==> config.mk <==
export PLATFORM = sky130hd
export DESIGN_NAME = multicycle_control_flat
export DESIGN_NICKNAME = d
export VERILOG_FILES = /design/src/rtl/mc_pkg.sv /design/src/rtl/multicycle_control_if.sv /design/src/rtl/multicycle_control_alu_decoder.sv /design/src/rtl/multicycle_control.sv /design/src/flat_wrapper.sv
export SDC_FILE = /design/constraint.sdc
export NUM_CORES = 1
export LEC_CHECK = 0
export CELL_PAD_IN_SITES_DETAIL_PLACEMENT = 1
export CELL_PAD_IN_SITES_GLOBAL_PLACEMENT = 1
export CORE_UTILIZATION = 40
export CTS_CLUSTER_SIZE = 16
export DETAILED_ROUTE_END_ITERATION = 6
export HOLD_SLACK_MARGIN = 0.02
export PLACE_DENSITY_LB_ADDON = 0.1
export SYNTH_ARGS = -nofsm -noshare
export SYNTH_HDL_FRONTEND = slang
export SYNTH_SLANG_ARGS = --single-unit
==> constraint.sdc <==
create_clock -name clk -period 4.8 [get_ports clk]
set_input_delay 0.72 -clock clk [delete_from_list [all_inputs] [get_ports clk]]
set_output_delay 0.72 -clock clk [all_outputs]
set_load 0.05 [all_outputs]
==> src/rtl/mc_pkg.sv <==
// Shared encodings for the multicycle MIPS control path: states, opcodes, funct codes,
// ALU control codes, ALUOp selectors and the per-state Moore control word.
package mc_pkg;

  typedef enum logic [3:0] {
    S_FETCH  = 4'd0,
    S_DECODE = 4'd1,
    S_MEMADR = 4'd2,
    S_MEMRD  = 4'd3,
    S_MEMWB  = 4'd4,
    S_MEMWR  = 4'd5,
    S_EXEC   = 4'd6,
    S_ALUWB  = 4'd7,
    S_BRANCH = 4'd8,
    S_ADDIEX = 4'd9,
    S_ADDIWB = 4'd10,
    S_JUMP   = 4'd11
  } state_e;

  localparam logic [5:0] OP_LW    = 6'b100011;
  localparam logic [5:0] OP_SW    = 6'b101011;
  localparam logic [5:0] OP_RTYPE = 6'b000000;
  localparam logic [5:0] OP_BEQ   = 6'b000100;
  localparam logic [5:0] OP_ADDI  = 6'b001000;
  localparam logic [5:0] OP_J     = 6'b000010;

  localparam logic [5:0] F_ADD = 6'b100000;
  localparam logic [5:0] F_SUB = 6'b100010;
  localparam logic [5:0] F_AND = 6'b100100;
  localparam logic [5:0] F_OR  = 6'b100101;
  localparam logic [5:0] F_SLT = 6'b101010;

  localparam logic [2:0] ALU_ADD = 3'b010;
  localparam logic [2:0] ALU_SUB = 3'b110;
  localparam logic [2:0] ALU_AND = 3'b000;
  localparam logic [2:0] ALU_OR  = 3'b001;
  localparam logic [2:0] ALU_SLT = 3'b111;

  typedef enum logic [1:0] {
    ALUOP_ADD   = 2'b00,
    ALUOP_SUB   = 2'b01,
    ALUOP_FUNCT = 2'b10
  } aluop_e;

  typedef struct packed {
    logic       pcwrite;
    logic       branch;
    logic       iord;
    logic       memwrite;
    logic       irwrite;
    logic       regdst;
    logic       memtoreg;
    logic       regwrite;
    logic       alusrca;
    logic [1:0] alusrcb;
    logic [1:0] pcsrc;
    aluop_e     aluop;
  } ctrl_t;

  function automatic logic funct_ok(input logic [5:0] f);
    return (f == F_ADD) || (f == F_SUB) || (f == F_AND) || (f == F_OR) || (f == F_SLT);
  endfunction

  // Write enables here are raw; the top gates them with en and reset.
  function automatic ctrl_t state_ctrl(input state_e s);
    ctrl_t c;
    c = '0;
    c.aluop = ALUOP_ADD;
    case (s)
      S_FETCH: begin
        c.alusrcb = 2'b01;
        c.irwrite = 1'b1;
        c.pcwrite = 1'b1;
      end
      S_DECODE: c.alusrcb = 2'b11;
      S_MEMADR, S_ADDIEX: begin
        c.alusrca = 1'b1;
        c.alusrcb = 2'b10;
      end
      S_MEMRD: c.iord = 1'b1;
      S_MEMWB: begin
        c.memtoreg = 1'b1;
        c.regwrite = 1'b1;
      end
      S_MEMWR: begin
        c.iord     = 1'b1;
        c.memwrite = 1'b1;
      end
      S_EXEC: begin
        c.alusrca = 1'b1;
        c.aluop   = ALUOP_FUNCT;
      end
      S_ALUWB: begin
        c.regdst   = 1'b1;
        c.regwrite = 1'b1;
      end
      S_BRANCH: begin
        c.alusrca = 1'b1;
        c.aluop   = ALUOP_SUB;
        c.pcsrc   = 2'b01;
        c.branch  = 1'b1;
      end
      S_ADDIWB: c.regwrite = 1'b1;
      S_JUMP: begin
        c.pcsrc   = 2'b10;
        c.pcwrite = 1'b1;
      end
      default: ;
    endcase
    return c;
  endfunction

endpackage

==> src/rtl/multicycle_control_if.sv <==
// Control-path bundle: instruction fields and flags in, datapath selects/strobes and status out.
interface multicycle_control_if;
  logic        en;
  logic [5:0]  op;
  logic [5:0]  funct;
  logic        zero;
  logic        pcen;
  logic        iord;
  logic        memwrite;
  logic        irwrite;
  logic        regdst;
  logic        memtoreg;
  logic        regwrite;
  logic        alusrca;
  logic [1:0]  alusrcb;
  logic [1:0]  pcsrc;
  logic [2:0]  alucontrol;
  logic [3:0]  state;
  logic        illegal;
  logic [31:0] retired;

  modport master (
    output en, op, funct, zero,
    input  pcen, iord, memwrite, irwrite, regdst, memtoreg, regwrite,
    input  alusrca, alusrcb, pcsrc, alucontrol, state, illegal, retired
  );

  modport slave (
    input  en, op, funct, zero,
    output pcen, iord, memwrite, irwrite, regdst, memtoreg, regwrite,
    output alusrca, alusrcb, pcsrc, alucontrol, state, illegal, retired
  );
endinterface

==> src/rtl/multicycle_control_alu_decoder.sv <==
// Combinational ALU control: ALUOp picks add/sub directly or defers to the R-type funct field.
module alu_decoder
  import mc_pkg::*;
(
  input  aluop_e     aluop_i,
  input  logic [5:0] funct_i,
  output logic [2:0] alucontrol_o
);

  always_comb begin
    alucontrol_o = ALU_ADD;
    case (aluop_i)
      ALUOP_SUB: alucontrol_o = ALU_SUB;
      ALUOP_FUNCT: begin
        case (funct_i)
          F_SUB:   alucontrol_o = ALU_SUB;
          F_AND:   alucontrol_o = ALU_AND;
          F_OR:    alucontrol_o = ALU_OR;
          F_SLT:   alucontrol_o = ALU_SLT;
          default: alucontrol_o = ALU_ADD;
        endcase
      end
      default: alucontrol_o = ALU_ADD;
    endcase
  end

endmodule

==> src/rtl/multicycle_control.sv <==
// Multicycle MIPS control FSM with registered Moore control word, sticky illegal flag and
// retired-instruction counter; everything advances only on en steps.
module multicycle_control
  import mc_pkg::*;
(
  input  logic clk,
  input  logic reset,
  multicycle_control_if.slave bus
);

  state_e      state_q, state_d;
  ctrl_t       ctrl_q;
  logic        illegal_q, illegal_d;
  logic [31:0] retired_q, retired_d;
  logic        go;

  always_comb begin
    state_d   = state_q;
    illegal_d = illegal_q;
    retired_d = retired_q;
    case (state_q)
      S_FETCH:  state_d = S_DECODE;
      S_DECODE: begin
        case (bus.op)
          OP_LW, OP_SW: state_d = S_MEMADR;
          OP_RTYPE: begin
            if (funct_ok(bus.funct)) begin
              state_d = S_EXEC;
            end else begin
              state_d   = S_FETCH;
              illegal_d = 1'b1;
            end
          end
          OP_BEQ:  state_d = S_BRANCH;
          OP_ADDI: state_d = S_ADDIEX;
          OP_J:    state_d = S_JUMP;
          default: begin
            state_d   = S_FETCH;
            illegal_d = 1'b1;
          end
        endcase
      end
      S_MEMADR: state_d = (bus.op == OP_LW) ? S_MEMRD : S_MEMWR;
      S_MEMRD:  state_d = S_MEMWB;
      S_EXEC:   state_d = S_ALUWB;
      S_ADDIEX: state_d = S_ADDIWB;
      S_MEMWB, S_MEMWR, S_ALUWB, S_BRANCH, S_ADDIWB, S_JUMP: begin
        state_d   = S_FETCH;
        retired_d = retired_q + 32'd1;
      end
      default:  state_d = S_FETCH;
    endcase
  end

  // ctrl_q tracks state_q so the selects come straight from flops.
  always_ff @(posedge clk or negedge reset) begin
    if (!reset) begin
      state_q   <= S_FETCH;
      ctrl_q    <= state_ctrl(S_FETCH);
      illegal_q <= 1'b0;
      retired_q <= 32'd0;
    end else if (bus.en) begin
      state_q   <= state_d;
      ctrl_q    <= state_ctrl(state_d);
      illegal_q <= illegal_d;
      retired_q <= retired_d;
    end
  end

  // Strobes are also held off while reset is asserted, even though the state shows FETCH.
  assign go = bus.en & reset;

  assign bus.pcen     = (ctrl_q.pcwrite | (ctrl_q.branch & bus.zero)) & go;
  assign bus.memwrite = ctrl_q.memwrite & go;
  assign bus.irwrite  = ctrl_q.irwrite & go;
  assign bus.regwrite = ctrl_q.regwrite & go;
  assign bus.iord     = ctrl_q.iord;
  assign bus.regdst   = ctrl_q.regdst;
  assign bus.memtoreg = ctrl_q.memtoreg;
  assign bus.alusrca  = ctrl_q.alusrca;
  assign bus.alusrcb  = ctrl_q.alusrcb;
  assign bus.pcsrc    = ctrl_q.pcsrc;
  assign bus.state    = state_q;
  assign bus.illegal  = illegal_q;
  assign bus.retired  = retired_q;

  alu_decoder u_alu_dec (
    .aluop_i      (ctrl_q.aluop),
    .funct_i      (bus.funct),
    .alucontrol_o (bus.alucontrol)
  );

endmodule

==> src/flat_wrapper.sv <==
// flat-port wrapper written by rule: the top's interface ports become plain ports
module multicycle_control_flat import mc_pkg::*;
  (clk, reset, bus_en, bus_op, bus_funct, bus_zero, bus_pcen, bus_iord, bus_memwrite, bus_irwrite, bus_regdst, bus_memtoreg, bus_regwrite, bus_alusrca, bus_alusrcb, bus_pcsrc, bus_alucontrol, bus_state, bus_illegal, bus_retired);
  multicycle_control_if bus_i ();
  input  logic clk;
  input  logic reset;
  input wire logic [$bits(bus_i.en)-1:0] bus_en;
  input wire logic [$bits(bus_i.op)-1:0] bus_op;
  input wire logic [$bits(bus_i.funct)-1:0] bus_funct;
  input wire logic [$bits(bus_i.zero)-1:0] bus_zero;
  output wire logic [$bits(bus_i.pcen)-1:0] bus_pcen;
  output wire logic [$bits(bus_i.iord)-1:0] bus_iord;
  output wire logic [$bits(bus_i.memwrite)-1:0] bus_memwrite;
  output wire logic [$bits(bus_i.irwrite)-1:0] bus_irwrite;
  output wire logic [$bits(bus_i.regdst)-1:0] bus_regdst;
  output wire logic [$bits(bus_i.memtoreg)-1:0] bus_memtoreg;
  output wire logic [$bits(bus_i.regwrite)-1:0] bus_regwrite;
  output wire logic [$bits(bus_i.alusrca)-1:0] bus_alusrca;
  output wire logic [$bits(bus_i.alusrcb)-1:0] bus_alusrcb;
  output wire logic [$bits(bus_i.pcsrc)-1:0] bus_pcsrc;
  output wire logic [$bits(bus_i.alucontrol)-1:0] bus_alucontrol;
  output wire logic [$bits(bus_i.state)-1:0] bus_state;
  output wire logic [$bits(bus_i.illegal)-1:0] bus_illegal;
  output wire logic [$bits(bus_i.retired)-1:0] bus_retired;
  assign bus_i.en = bus_en;
  assign bus_i.op = bus_op;
  assign bus_i.funct = bus_funct;
  assign bus_i.zero = bus_zero;
  assign bus_pcen = bus_i.pcen;
  assign bus_iord = bus_i.iord;
  assign bus_memwrite = bus_i.memwrite;
  assign bus_irwrite = bus_i.irwrite;
  assign bus_regdst = bus_i.regdst;
  assign bus_memtoreg = bus_i.memtoreg;
  assign bus_regwrite = bus_i.regwrite;
  assign bus_alusrca = bus_i.alusrca;
  assign bus_alusrcb = bus_i.alusrcb;
  assign bus_pcsrc = bus_i.pcsrc;
  assign bus_alucontrol = bus_i.alucontrol;
  assign bus_state = bus_i.state;
  assign bus_illegal = bus_i.illegal;
  assign bus_retired = bus_i.retired;
  multicycle_control u_core (.clk(clk), .reset(reset), .bus(bus_i));
endmodule
==> results of run 1 <==
## state kept, by name, summed over array words and instances, names as in the netlist
register,flops
u_core.bus.regdst,1
u_core.bus.iord,1
u_core.bus.state,4
u_core.bus.alusrcb,2
u_core.ctrl_q,6
u_core.bus.illegal,1
u_core.bus.pcsrc,2
u_core.bus.alusrca,1
u_core.bus.retired,32
u_core.bus.memtoreg,1
## routing by layer
metal	vias up	GRT usage	wire (um)
li1	1020	-	-
met1	1053	0.297	3240
met2	39	0.307	2960
met3	4	0.0346	198
met4	0	0.0447	38
met5	-	0	0
## path summary, 6_finish.rpt
kind                            slack [ns]                     end              startpoint  depth (start not counted)
worst max-delay path                  1.44       bus_alucontrol[2]            bus_funct[1]                          5
worst min-delay path                  0.48  u_core.bus.retired[31]  u_core.bus.retired[31]                          1
worst max register to register        2.73      u_core.bus.alusrca     u_core.bus.state[0]                          5
worst min register to register        0.48  u_core.bus.retired[31]  u_core.bus.retired[31]                          1
max in group asynchronous             3.53  u_core.bus.retired[11]                   reset                          2
min in group asynchronous             0.50  u_core.bus.retired[14]                   reset                          1
## cells in the mapped netlist (4+ instances only)
cell,n
xnor2_1,25
a21oi_1,5
o21ai_0,7
xor2_1,9
dfrtp_1,48
nand2_1,18
and3_1,10
nor3_1,10
inv_1,17
buf_4,5
nand4_1,4
nand3_1,20
nor2_1,16
## logic make-up (layout without fill, tap and decap cells)
family,after synthesis,count (layout),synth area share
fa+ha+maj,3,3,0.0140
compound gates,38,38,0.110
simple gates,101,101,0.217
buf+inv,30,94,0.0538
xor+xnor,34,34,0.111
mux,4,4,0.0159
flops,51,51,0.479
## per-stage QoR
| step | instances | total power, mW | utilization | setup WS, ns | hold WS [ns] |
|---|---|---|---|---|---|
| 2_1_floorplan | 261 | 0.685 | - | 1.97 | 0.424 |
| 3_3_place_gp | 394 | 0.771 | 0.528 | 1.49 | 0.462 |
| 3_5_place_dp | 394 | 0.778 | 0.528 | 1.44 | 0.467 |
| 4_1_cts | 402 | 1.03 | 0.542 | 1.43 | 0.484 |
| 5_1_grt | 402 | 1.08 | 0.542 | 1.33 | 0.505 |
| 6_report | 402 | 1.02 | 0.542 | 1.44 | 0.477 |
## area by class of cell
class,instances,area [um2],area share
sequential,51,1280,0.370
clock buffer,5,68.8,0.0199
clock inverter,3,18.8,0.00543
tap,77,96.3,0.0279
inverter,17,63.8,0.0185
timing repair buffer,69,681,0.197
multi-input combinational,180,1250,0.361
## where the power goes
group	internal (mW)	switching [mW]
logic	0.100	0.172
registers	0.462	0.0365
clock network	0.103	0.147
total	0.666	0.355
## worst reg2reg max path, cell delays in order, from the launching register on
cell and delay (ns):
dfrtp_1 0.56, inv_1 0.17, nor3_1 0.51, o21ai_2 0.21
or2_2 0.37, a31oi_1 0.18
## layout by cell type, fill, tap and decap left out, drive strengths merged, types with 4 or more instances in the layout
| master | instances |
|---|---|
| inv | 18 |
| clkbuf | 5 |
| and3 | 10 |
| nor2 | 16 |
| nand2 | 18 |
| clkdlybuf4s50 | 66 |
| nor3 | 13 |
| dfrtp | 48 |
| xnor2 | 25 |
| nand4 | 5 |
| a21o | 4 |
| xor2 | 9 |
| o21ai | 8 |
| a21oi | 5 |
| nand3 | 20 |
==> flow_summary.toml, run 1 <==
[critical_path]
arrival_ns = 2.64
slowest_stage = "clkdlybuf4s50_1"
cp_slowest_stage_delay_ns = 0.82
crit_buf_inv = 2
start_kind = "primary input"
crit_chain = "clkdlybuf4s50_1 > nor3b_1 > a31oi_1 > nor2_1 > clkdlybuf4s50_1"
crit_required_ns = 4.08
worst_path_most_repeated_cell = "clkdlybuf4s50_1"
end_kind = "output pin"
crit_family = "buffers and inverters"
crit_fanout = 3
crit_type = "primary input to output pin"

[power]
ir_drop_v = 0.000237
power_density_nw_per_um2 = 295
power_leakage_nw = 1.48

[job]
cap_viol_max_count = 0

[sta]
tightestPinTransition_ns = 0.825
fmax_mhz = 297
rsz0062_at_grt = "no"
fin_crit_sh = 0.701
setup_violations = 0
max_slew_margin = 0.450
finClkSkew_ns = 0.00782
fin_crit_ns = 3.36
slew_viol_final = 0
tns_ns = 0
final-hold-violation-count = 0

[place]
globalplace.congestion = 0.763
hpwlAfterDp_um = 4740
port_buffers = 67
placed_cell_area_um2 = 3370

[floorplanning]
dieWidth_um = 83.8
rows = 29
core_um2 = 6390
initial_core_util = 0.419
ioPinCount = 68
fp.dieH_um = 83.8
die_area_um2 = 7020

[clock_network]
clk_pin_slew_worst_paths_ns = 0.09
cts.path.max_buffers = 2
clock_tree.root_cell = "clkbuf_8"
cts_made_buffers = 5
h-tree-depth = 2
post_cts_buffers = 0
holdBufCountCts = 0
tritoncts = "done"
clock_latency_ns = 0.30
cts.sinks = 51
post_cts_resized = 0

[synth]
yosys.area.top_type = "dfrtp_1"
ys_types = 57
synth_enable_flop_cells = 0
synth-main-ff-cell = "dfrtp_1"
synth_seq_cells = 51
syn_nets = 280
synth_seq_area_share = 0.479
synth_top_area_frac = 0.449
ys_top_cells_by_area = "dfrtp_1 45%, xnor2_1 8.2%, nand3_1 3.7%, dfstp_2 2.9%, xor2_1 2.9%"
synth_cells = 261
yosysWarnings = 0
async_flop_share = 1.00
avgSynthCellArea_um2 = 10.2
synth.cell_area_um2 = 2670

[grt]
grt_pass1_wl_um = 11300
grt_max_degree = 38
overflow = 0
grt_pass1_vias = 2197
grtUsageTotal = 0.200
antenna_found_initial = 0

[cells_and_area]
diodes = 0
final_nets = 343
nFillCells = 711
area_delta_synth_final_pct = 29.3
drive_gt1_frac = 0.0954
stdcell_area_um2 = 3460

[drt]
wl_per_cell_um = 16.0
viasPerCell = 5.26
vias = 2116
ant_nets = 0
routed_wl_um = 6440
drc = 0
drtPass1Iterations = 5
drt_iter0_drc = 113

[status]
status = "finished clean"

[hold_path]
worstHoldPathType = "flip-flop to flip-flop"
No activity file was read; power rests on OpenSTA's default activity.
==> inputs of run 2 (changes only) <==
CORE_UTILIZATION = 34   (was 40)
clock period = 2.95 ns   (was 4.8 ns; I/O delays follow)
==> run 2 against run 1 <==
Register-to-register slack got worse by 1.8 ns. Global-route usage shrank 3.3 points. Clock skew barely moved. Setup slack got worse by 0.79 ns. Total power up 71%. Wire length down 2.0%. Die area grew 17%. Sequential cell count unchanged. Hold slack lost 0.26 ns. Critical path type unchanged.
==> flow_summary.toml, run 2 (synthesis gave the netlist of run 1 again) <==
[floorplanning]
core_um2 = 7410
fp.dieH_um = 90.7
rows = 31
dieWidth_um = 90.7
die_area_um2 = 8220
ioPinCount = 68
initial_core_util = 0.361

[grt]
grt_max_degree = 31
grt_pass1_vias = 2154
grt_pass1_wl_um = 11000
antenna_found_initial = 0
grtUsageTotal = 0.168
overflow = 0

[sta]
fmax_mhz = 434
finClkSkew_ns = 0.00741
setup_violations = 0
tightestPinTransition_ns = 0.534
whs_ns = 0.219
rsz0062_at_grt = "no"
fin_crit_ns = 2.30
fin_crit_sh = 0.780
final-hold-violation-count = 0
tns_ns = 0
slew_viol_final = 0
max_slew_margin = 0.643

[status]
status = "finished clean"

[critical_path]
crit_required_ns = 2.51
crit_type = "primary input to output pin"
end_kind = "output pin"
arrival_ns = 1.86
r2r_slack_ns = 0.92
start_kind = "primary input"
crit_fanout = 17

[cells_and_area]
diodes = 0
drive_gt1_frac = 0.122
final_nets = 346
largest_register_ff_count = 32
multi_input_area_um2 = 1250
area_delta_synth_final_pct = 33.1
mostFrequentLayoutCell = "clkdlybuf4s50_1"
nFillCells = 819
layout_common_cells = "59 x clkdlybuf4s50_1, 48 x dfrtp_1, 25 x xnor2_1"
seq_area_um2 = 1280

[power]
switchingPower_uw = 568
p_clk_frac = 0.274
switching_share = 0.326
ir_drop_v = 0.000522
power_density_nw_per_um2 = 490
p_int_mw = 1.18
power_leakage_nw = 1.52
seq_power_share = 0.465
comb_power_share = 0.261

[clock_network]
clock_latency_ns = 0.30
cts.sinks = 51
holdBufCountCts = 0
post_cts_resized = 0
cts.path.max_buffers = 2
h-tree-depth = 2
tritoncts = "done"
post_cts_buffers = 0
clk_pin_slew_worst_paths_ns = 0.09
clock_tree.root_cell = "clkbuf_8"
cts_made_buffers = 5

[place]
port_buffers = 67
globalplace.congestion = 0.760
hpwlAfterDp_um = 4840

[drt]
wl_per_cell_um = 14.8
ant_nets = 0
drt_iter0_drc = 94
vias = 2080
routed_wl_um = 6310
drc = 0
viasPerCell = 4.88
drtPass1Iterations = 4

[job]
cap_viol_max_count = 0

[hold_path]
worstHoldPathType = "primary input to asynchronous set/reset pin"
-- run 2: cell count changes in the layout (fill, tap and decap cells not counted), sizes merged --
cell	before	now
inv	18	17
clkdlybuf4s50	66	59
bufinv	0	1
clkinvlp	0	1
clkinv	2	0
buf	3	13
-- run 2: layer usage --
metal	GRT usage	vias up	part of all wire
met2	0.255	44	0.43
met1	0.240	1004	0.52
met3	0.0311	5	0.036
met4	0.0524	0	0.013
li1	-	1027	-
met5	0	-	0
-- run 2: final cells by class --
type,count,area share
clock buffer,5,0.0193
clock inverter,2,0.0105
inverter,17,0.0179
multi-input combinational,180,0.351
sequential,51,0.360
tap,99,0.0348
timing repair buffer,72,0.207
-- run 2: path summary, 6_finish.rpt --
path                                          end  cells after the start                 from
min in group clk               u_core.bus.illegal                      2   u_core.bus.illegal
max in group asynchronous   u_core.bus.alusrcb[0]                      2                reset
max reg2reg                u_core.bus.retired[31]                      6  u_core.bus.state[3]
min                             u_core.bus.regdst                      2                reset
max                                  bus_regwrite                      4               bus_en
min reg2reg                    u_core.bus.illegal                      2   u_core.bus.illegal
-- run 2: critical path: stages --
cell and delay (ns):
clkdlybuf4s50_1 0.74, buf_4 0.30, and3_1 0.23, buf_12 0.15
-- run 2: power by group through the flow --
stage | registers [mW] | clock network (mW) | logic (mW)
4_1_cts | 0.811 | 0.499 | 0.462
3_3_place_gp | 0.824 | 0 | 0.454
6_report | 0.811 | 0.478 | 0.456
5_1_grt | 0.818 | 0.522 | 0.486
3_5_place_dp | 0.824 | 0 | 0.459
2_1_floorplan | 0.890 | 0 | 0.225
-- run 2: stage by stage --
step	cell area (um2)	utilization	setup slack (ns)	total power [mW]	std cells
finish	3560	0.480	0.648	1.74	426
global route	3560	0.480	0.561	1.83	426
CTS	3560	0.480	0.631	1.77	426
detailed placement	3450	0.466	0.470	1.28	419
global placement	3450	0.466	0.557	1.28	419
floorplan	2670	-	0.676	1.12	261
